File: config.mk
export PLATFORM = sky130hd
export DESIGN_NAME = mem_arbiter
export DESIGN_NICKNAME = d
export VERILOG_FILES = /design/src/rtl/mem_arb_pkg.sv /design/src/rtl/mem_arb_stats.sv /design/src/rtl/mem_arbiter.sv
export SDC_FILE = /design/constraint.sdc
export NUM_CORES = 1
export LEC_CHECK = 0
export ABC_AREA = 1
export CORE_UTILIZATION = 40
export CTS_BUF_LIST = sky130_fd_sc_hd__clkbuf_8
export CTS_CLUSTER_SIZE = 10
export DETAILED_ROUTE_END_ITERATION = 8
export HOLD_SLACK_MARGIN = 0.06
export PLACE_DENSITY = 0.81
export SYNTH_ARGS = -nofsm -noshare
export SYNTH_HDL_FRONTEND = slang
export SYNTH_SLANG_ARGS = --single-unit
File: constraint.sdc
create_clock -name clk -period 1.3 [get_ports clk]
set_input_delay 0.39 -clock clk [delete_from_list [all_inputs] [get_ports clk]]
set_output_delay 0.39 -clock clk [all_outputs]
set_load 0.02 [all_outputs]
File: src/rtl/mem_arb_pkg.sv
// Shared types for the fetch/data memory arbiter.
// Latency: n/a (types and helper function only).
// Backpressure: n/a.
//
// Contents:
//   STATE_W  - width of the arbiter state register
//   state_e  - arbiter FSM states
//   STAT_W   - width of the optional statistics counters
//   sat_inc  - saturating increment used by the statistics counters
package mem_arb_pkg;

    localparam int STATE_W = 3;

    typedef enum logic [STATE_W-1:0] {
        IDLE   = 3'd0,
        BUSY_I = 3'd1,
        BUSY_D = 3'd2,
        RESP_I = 3'd3,
        RESP_D = 3'd4
    } state_e;

    localparam int STAT_W = 32;

    // Increment that sticks at all-ones instead of wrapping to zero.
    function automatic logic [STAT_W-1:0] sat_inc(input logic [STAT_W-1:0] v);
        return (&v) ? v : (v + STAT_W'(1));
    endfunction

endpackage

File: src/rtl/mem_arb_stats.sv
// Saturating activity counters for the memory arbiter (conflicts, busy cycles).
// Latency: counters update one cycle after the sampled event.
// Backpressure: none; pure observers, never stall the arbiter.
//
// Ports:
//   clk, rst_n         - clock, synchronous active-low reset
//   conflict_i         - arbiter idle with both requesters asking this cycle
//   busy_i             - shared memory port has mem_req high this cycle
//   stat_conflict_o    - count of conflict cycles, saturating
//   stat_busy_o        - count of busy cycles, saturating
module mem_arb_stats
    import mem_arb_pkg::*;
(
    input  logic              clk,
    input  logic              rst_n,
    input  logic              conflict_i,
    input  logic              busy_i,
    output logic [STAT_W-1:0] stat_conflict_o,
    output logic [STAT_W-1:0] stat_busy_o
);

    logic [STAT_W-1:0] conflict_q, conflict_d;
    logic [STAT_W-1:0] busy_q, busy_d;

    always_comb begin
        conflict_d = conflict_i ? sat_inc(conflict_q) : conflict_q;
        busy_d     = busy_i     ? sat_inc(busy_q)     : busy_q;
    end

    always_ff @(posedge clk) begin
        if (!rst_n) begin
            conflict_q <= '0;
            busy_q     <= '0;
        end else begin
            conflict_q <= conflict_d;
            busy_q     <= busy_d;
        end
    end

    assign stat_conflict_o = conflict_q;
    assign stat_busy_o     = busy_q;

endmodule

File: src/rtl/mem_arbiter.sv
// Two-master (fetch, data) arbiter onto one shared single-outstanding memory port.
// Latency: grant 1 cycle after req; ack 1 cycle after mem_ack; back in IDLE the cycle after ack.
// Backpressure: requesters hold req until their ack pulse; losers wait while the port is busy.
//
// Ports:
//   clk, rst_n                              - clock, synchronous active-low reset
//   if_req/if_addr -> if_ack/if_rdata       - instruction fetch (read only)
//   d_req/d_addr/d_write/d_byte/d_wdata
//                  -> d_ack/d_rdata         - data load/store, word or byte
//   mem_req/mem_addr/mem_we/mem_byte/mem_wdata,
//   mem_ack/mem_rdata                       - shared memory port, any latency >= 1
//   stat_conflict, stat_busy                - only when MEM_ARB_STATS_EN is defined
//
// Build option: define MEM_ARB_STATS_EN to add the saturating statistics counters.
module mem_arbiter
    import mem_arb_pkg::*;
#(
    parameter int ADDR_W = 32,
    parameter int DATA_W = 32   // byte-load zero extension assumes a 32-bit word
)(
    input  logic              clk,
    input  logic              rst_n,

    input  logic              if_req,
    input  logic [ADDR_W-1:0] if_addr,
    output logic              if_ack,
    output logic [DATA_W-1:0] if_rdata,

    input  logic              d_req,
    input  logic [ADDR_W-1:0] d_addr,
    input  logic              d_write,
    input  logic              d_byte,
    input  logic [DATA_W-1:0] d_wdata,
    output logic              d_ack,
    output logic [DATA_W-1:0] d_rdata,

    output logic              mem_req,
    output logic [ADDR_W-1:0] mem_addr,
    output logic              mem_we,
    output logic              mem_byte,
    output logic [DATA_W-1:0] mem_wdata,
    input  logic              mem_ack,
    input  logic [DATA_W-1:0] mem_rdata
`ifdef MEM_ARB_STATS_EN
    ,
    output logic [STAT_W-1:0] stat_conflict,
    output logic [STAT_W-1:0] stat_busy
`endif
);

    state_e            state_q, state_d;
    logic              last_d_q, last_d_d;     // 1 = data was the most recent grant
    logic [ADDR_W-1:0] addr_q, addr_d;
    logic              we_q, we_d;
    logic              byte_q, byte_d;
    logic [DATA_W-1:0] wdata_q, wdata_d;
    logic [DATA_W-1:0] if_rdata_q, if_rdata_d;
    logic [DATA_W-1:0] d_rdata_q, d_rdata_d;

    logic grant_d;
    logic grant_i;
    logic busy;

    // Data wins unless fetch is also asking and data had the last turn.
    assign grant_d = d_req && (!if_req || !last_d_q);
    assign grant_i = if_req && !grant_d;

    always_comb begin
        state_d    = state_q;
        last_d_d   = last_d_q;
        addr_d     = addr_q;
        we_d       = we_q;
        byte_d     = byte_q;
        wdata_d    = wdata_q;
        if_rdata_d = if_rdata_q;
        d_rdata_d  = d_rdata_q;

        case (state_q)
            IDLE: begin
                if (grant_d) begin
                    state_d  = BUSY_D;
                    last_d_d = 1'b1;
                    addr_d   = d_addr;
                    we_d     = d_write;
                    byte_d   = d_byte;
                    wdata_d  = d_wdata;
                end else if (grant_i) begin
                    state_d  = BUSY_I;
                    last_d_d = 1'b0;
                    addr_d   = if_addr;
                    we_d     = 1'b0;
                    byte_d   = 1'b0;
                    wdata_d  = '0;
                end
            end

            BUSY_I: begin
                if (mem_ack) begin
                    if_rdata_d = mem_rdata;
                    state_d    = RESP_I;
                end
            end

            BUSY_D: begin
                if (mem_ack) begin
                    // Stores return zero so a stale load value never leaks out with d_ack.
                    if (we_q) begin
                        d_rdata_d = '0;
                    end else if (byte_q) begin
                        d_rdata_d = {{(DATA_W-8){1'b0}}, mem_rdata[7:0]};
                    end else begin
                        d_rdata_d = mem_rdata;
                    end
                    state_d = RESP_D;
                end
            end

            // Single ack cycle; requests and stray mem_ack are ignored here.
            RESP_I:  state_d = IDLE;
            RESP_D:  state_d = IDLE;
            default: state_d = IDLE;
        endcase
    end

    always_ff @(posedge clk) begin
        if (!rst_n) begin
            state_q    <= IDLE;
            last_d_q   <= 1'b0;
            addr_q     <= '0;
            we_q       <= 1'b0;
            byte_q     <= 1'b0;
            wdata_q    <= '0;
            if_rdata_q <= '0;
            d_rdata_q  <= '0;
        end else begin
            state_q    <= state_d;
            last_d_q   <= last_d_d;
            addr_q     <= addr_d;
            we_q       <= we_d;
            byte_q     <= byte_d;
            wdata_q    <= wdata_d;
            if_rdata_q <= if_rdata_d;
            d_rdata_q  <= d_rdata_d;
        end
    end

    assign busy = (state_q == BUSY_I) || (state_q == BUSY_D);

    // Strobes are qualified with busy so a finished store does not leave mem_we
    // asserted on an idle port; address and write data are straight from the registers.
    assign mem_req   = busy;
    assign mem_addr  = addr_q;
    assign mem_we    = we_q & busy;
    assign mem_byte  = byte_q & busy;
    assign mem_wdata = wdata_q;

    assign if_ack    = (state_q == RESP_I);
    assign d_ack     = (state_q == RESP_D);
    assign if_rdata  = if_rdata_q;
    assign d_rdata   = d_rdata_q;

`ifdef MEM_ARB_STATS_EN
    mem_arb_stats u_stats (
        .clk             (clk),
        .rst_n           (rst_n),
        .conflict_i      ((state_q == IDLE) && if_req && d_req),
        .busy_i          (busy),
        .stat_conflict_o (stat_conflict),
        .stat_busy_o     (stat_busy)
    );
`endif

endmodule

==> run metrics <==
clock latency on the worst-skew pair 460 ps; total power 24.4 mW; worst hold start rst_n; Leak 4.94 nW; pin count of the biggest net entering global routing 69; XOR/XNOR Fraction of Synth Area 0%; most frequent cells in the layout buf_6 (156), nand2_1 (134), clkdlybuf4s50_1 (133), dfxtp_2 (116), buf_4 (99); failing checks negative setup slack; routed length per instance 22.4 um; Arrival @ worst endpoint 2170 ps; Core Util, Final approximately nine tenths; fmax 543 MHz; FF+latch count, synth between 100 and 150; Site Rows 41; worst setup margin -543 ps; Mapped Area 5240 um^2; IO buf count ~270; Yosys top cell area share about half; worst endpoint required time 1630 ps; number of global-route vias before repair 6115; CTS Buf Count 17; Final GP Congestion 0.827; I/O Pins about 270; Avg Cell Area, Syn 7.33 um^2; Fin. Hold Viols 0; Core Footprint 12700 um^2; total length of routed wires 29000 um; Worst setup SP type flip-flop; Die Y 116 um; crit path from state_q[2]; most common cell after layout, fill and taps aside buf_6; Hold Crit Class primary input to flip-flop; Synth area leaders dfxtp_1 (51%), nand2_1 (12%), a21oi_1 (9.5%); post-synthesis adder-cell area fraction 0%; worst slack at placement -511 ps; status finished with violations; # setup viols final 235; share of post-route cells with drive strength above 1 a little under three fifths; post-synth top area cell dfxtp_1; cell family with most CP delay buffers and inverters; wl on met1 9890 um; CTS sink count around 130; drt initial violations just over 800; Via density 5.59; initial antenna violation count 0; hold buffer count at cts 0; synthesized instance count a little over 700; DR pass1 iterations 7; vias 7244; Clock Pin Slew Worst Setup and Hold Paths 90 ps; Diodes inserted 0; main combinational cell family by area after synthesis simple AND/OR/NAND/NOR gates; peak supply drop 1.39 mV; Compound-Gate Fraction of Synth Area 15.8%; Setup Crit Path Kind flip-flop to flip-flop; Max Slew Vio Count 0; TritonCTS clock tree built; top sig layer met4; WP buf/inv 5; power per cell area 2110 nW/um^2; Root Buffer clkbuf_8; FILL cells 477; Max Buffers Root-to-Sink 2; max cap viols 0; Crit path top cell by count buf_4; worst slew pin tran roughly 460 ps; RSZ-0062 raised after global routing yes; worst clock skew 18.4 ps; Die Area 13600 um^2; Area Growth Syn to Fin 121%; GRT Residual Overflow 0; post-synthesis mux area share 0%; Residual DRC 0; Simple-Gate Fraction of Synth Area 25.2%; GRT Overall Usage 29.4%; Die W around 120 um; Worst path slowest cell dfxtp_4; number of distinct library cells after synthesis 19; critical path peak fanout 8; nets@finish around 1200; Min Clock Period, post-route around 1800 ps; worst hold margin between 400 and 500 ps; first-pass GRT wire length 30200 um; initial core utilization 41.2%; Yosys Warn Count 0; post-synthesis net count between 800 and 900; max_slew headroom a little under 70%; routed wl met2 about 15000 um; r2r startpoint state_q[2]; hpwl dp 11700 um; Fin Setup TNS -41350 ps; met3 WL post-DR about 3000 um; Slowest Stage Delay on Critical Path 370 ps; Antenna Nets Post-Route 0; crit path cell chain nor2_4 > buf_4 > buf_4 > buf_4 > nand3_4 > buf_4 > buf_6 > o21ai_1 > a21oi_1; H-tree Lvls 4; sequential cell area fraction in the yosys report 51.2%; CP endpoint kind flip-flop; Final period util 142%
==> cells by family after synthesis <==
logic type | count (synthesis)
and+or+nand+nor | 321
AOI/OAI and AO/OA | 165
DFF | 134
buffers and inverters | 95
==> sequential cells by signal, summed over array words and instances (netlist names) <==
signal and count:
d_rdata 32, if_rdata 32, mem_addr 32, mem_wdata 32, state_q 3, byte_q 1
last_d_q 1, we_q 1
==> worst paths after layout <==
| check | slack (ps) | cells after the start | endpoint |
|---|---|---|---|
| setup / recovery | -540 | 9 | if_rdata[8] |
| hold reg to reg | 450 | 2 | if_rdata[27] |
| hold / removal | 430 | 4 | if_rdata[23] |
| setup reg to reg | -540 | 9 | if_rdata[8] |
==> Yosys cell counts <==
master,instances
clkinv_1,1
a21oi_1,99
dfxtp_1,134
nand3_1,66
nand3_2,3
nor2_2,1
inv_1,35
buf_4,1
nor3_1,2
buf_2,17
o21ai_0,65
buf_1,1
nand2_1,174
buf_6,4
o211ai_1,1
inv_2,8
nor2_1,74
nor2_4,1
clkbuf_1,28
==> per-layer routing <==
metal / GRT usage, % / vias up
met2: 51.3 / 556
met4: 16.2 / 0
li1: - / 3122
met3: 9.76 / 150
met1: 31.1 / 3416
met5: 0 / -
==> through the flow <==
stage,cell area (um^2),cells
floorplan,5270,715
global placement,8480,1163
detailed placement,8480,1163
CTS,9960,1233
global route,11600,1295
finish,11600,1295
==> worst reg2reg max path, cell delays in order (launching register included) <==
cell	delay, ps
dfxtp_4	370
nor2_4	120
buf_4	110
buf_4	90
buf_4	100
nand3_4	150
buf_4	200
buf_6	130
o21ai_1	350
a21oi_1	90
==> report_power, final <==
group / switching, mW / leakage [nW] / internal, mW / total, mW
Combinational: 7.22 / 3.56 / 6.99 / 14.2
Clock: 1.82 / 0.223 / 2.18 / 4.00
Sequential: 0.877 / 1.16 / 5.34 / 6.21
==> area by class of cell <==
cell class / instances / area (um^2) / area share (%)
Timing Repair inverter: 2 / 17.5 / 0.151
Timing Repair Buffer: 425 / 4630 / 40.0
Clock inverter: 13 / 180 / 1.56
Clock buffer: 19 / 262 / 2.26
Sequential cell: 134 / 2880 / 24.9
Inverter: 44 / 221 / 1.91
Tap cell: 172 / 215 / 1.86
Multi-Input combinational cell: 486 / 3160 / 27.3
==> repair_timing <==
item | 4_1_cts | 5_1_grt
pin swaps | 12 | 60
cloned | 10 | 15
endpoints found under the hold margin | 0 | 0
buffers inserted | 28 | 56
setup endpoints to repair | 261 | 265
resized for setup | 1015 | 297
Power figures use the tool's default switching activity.
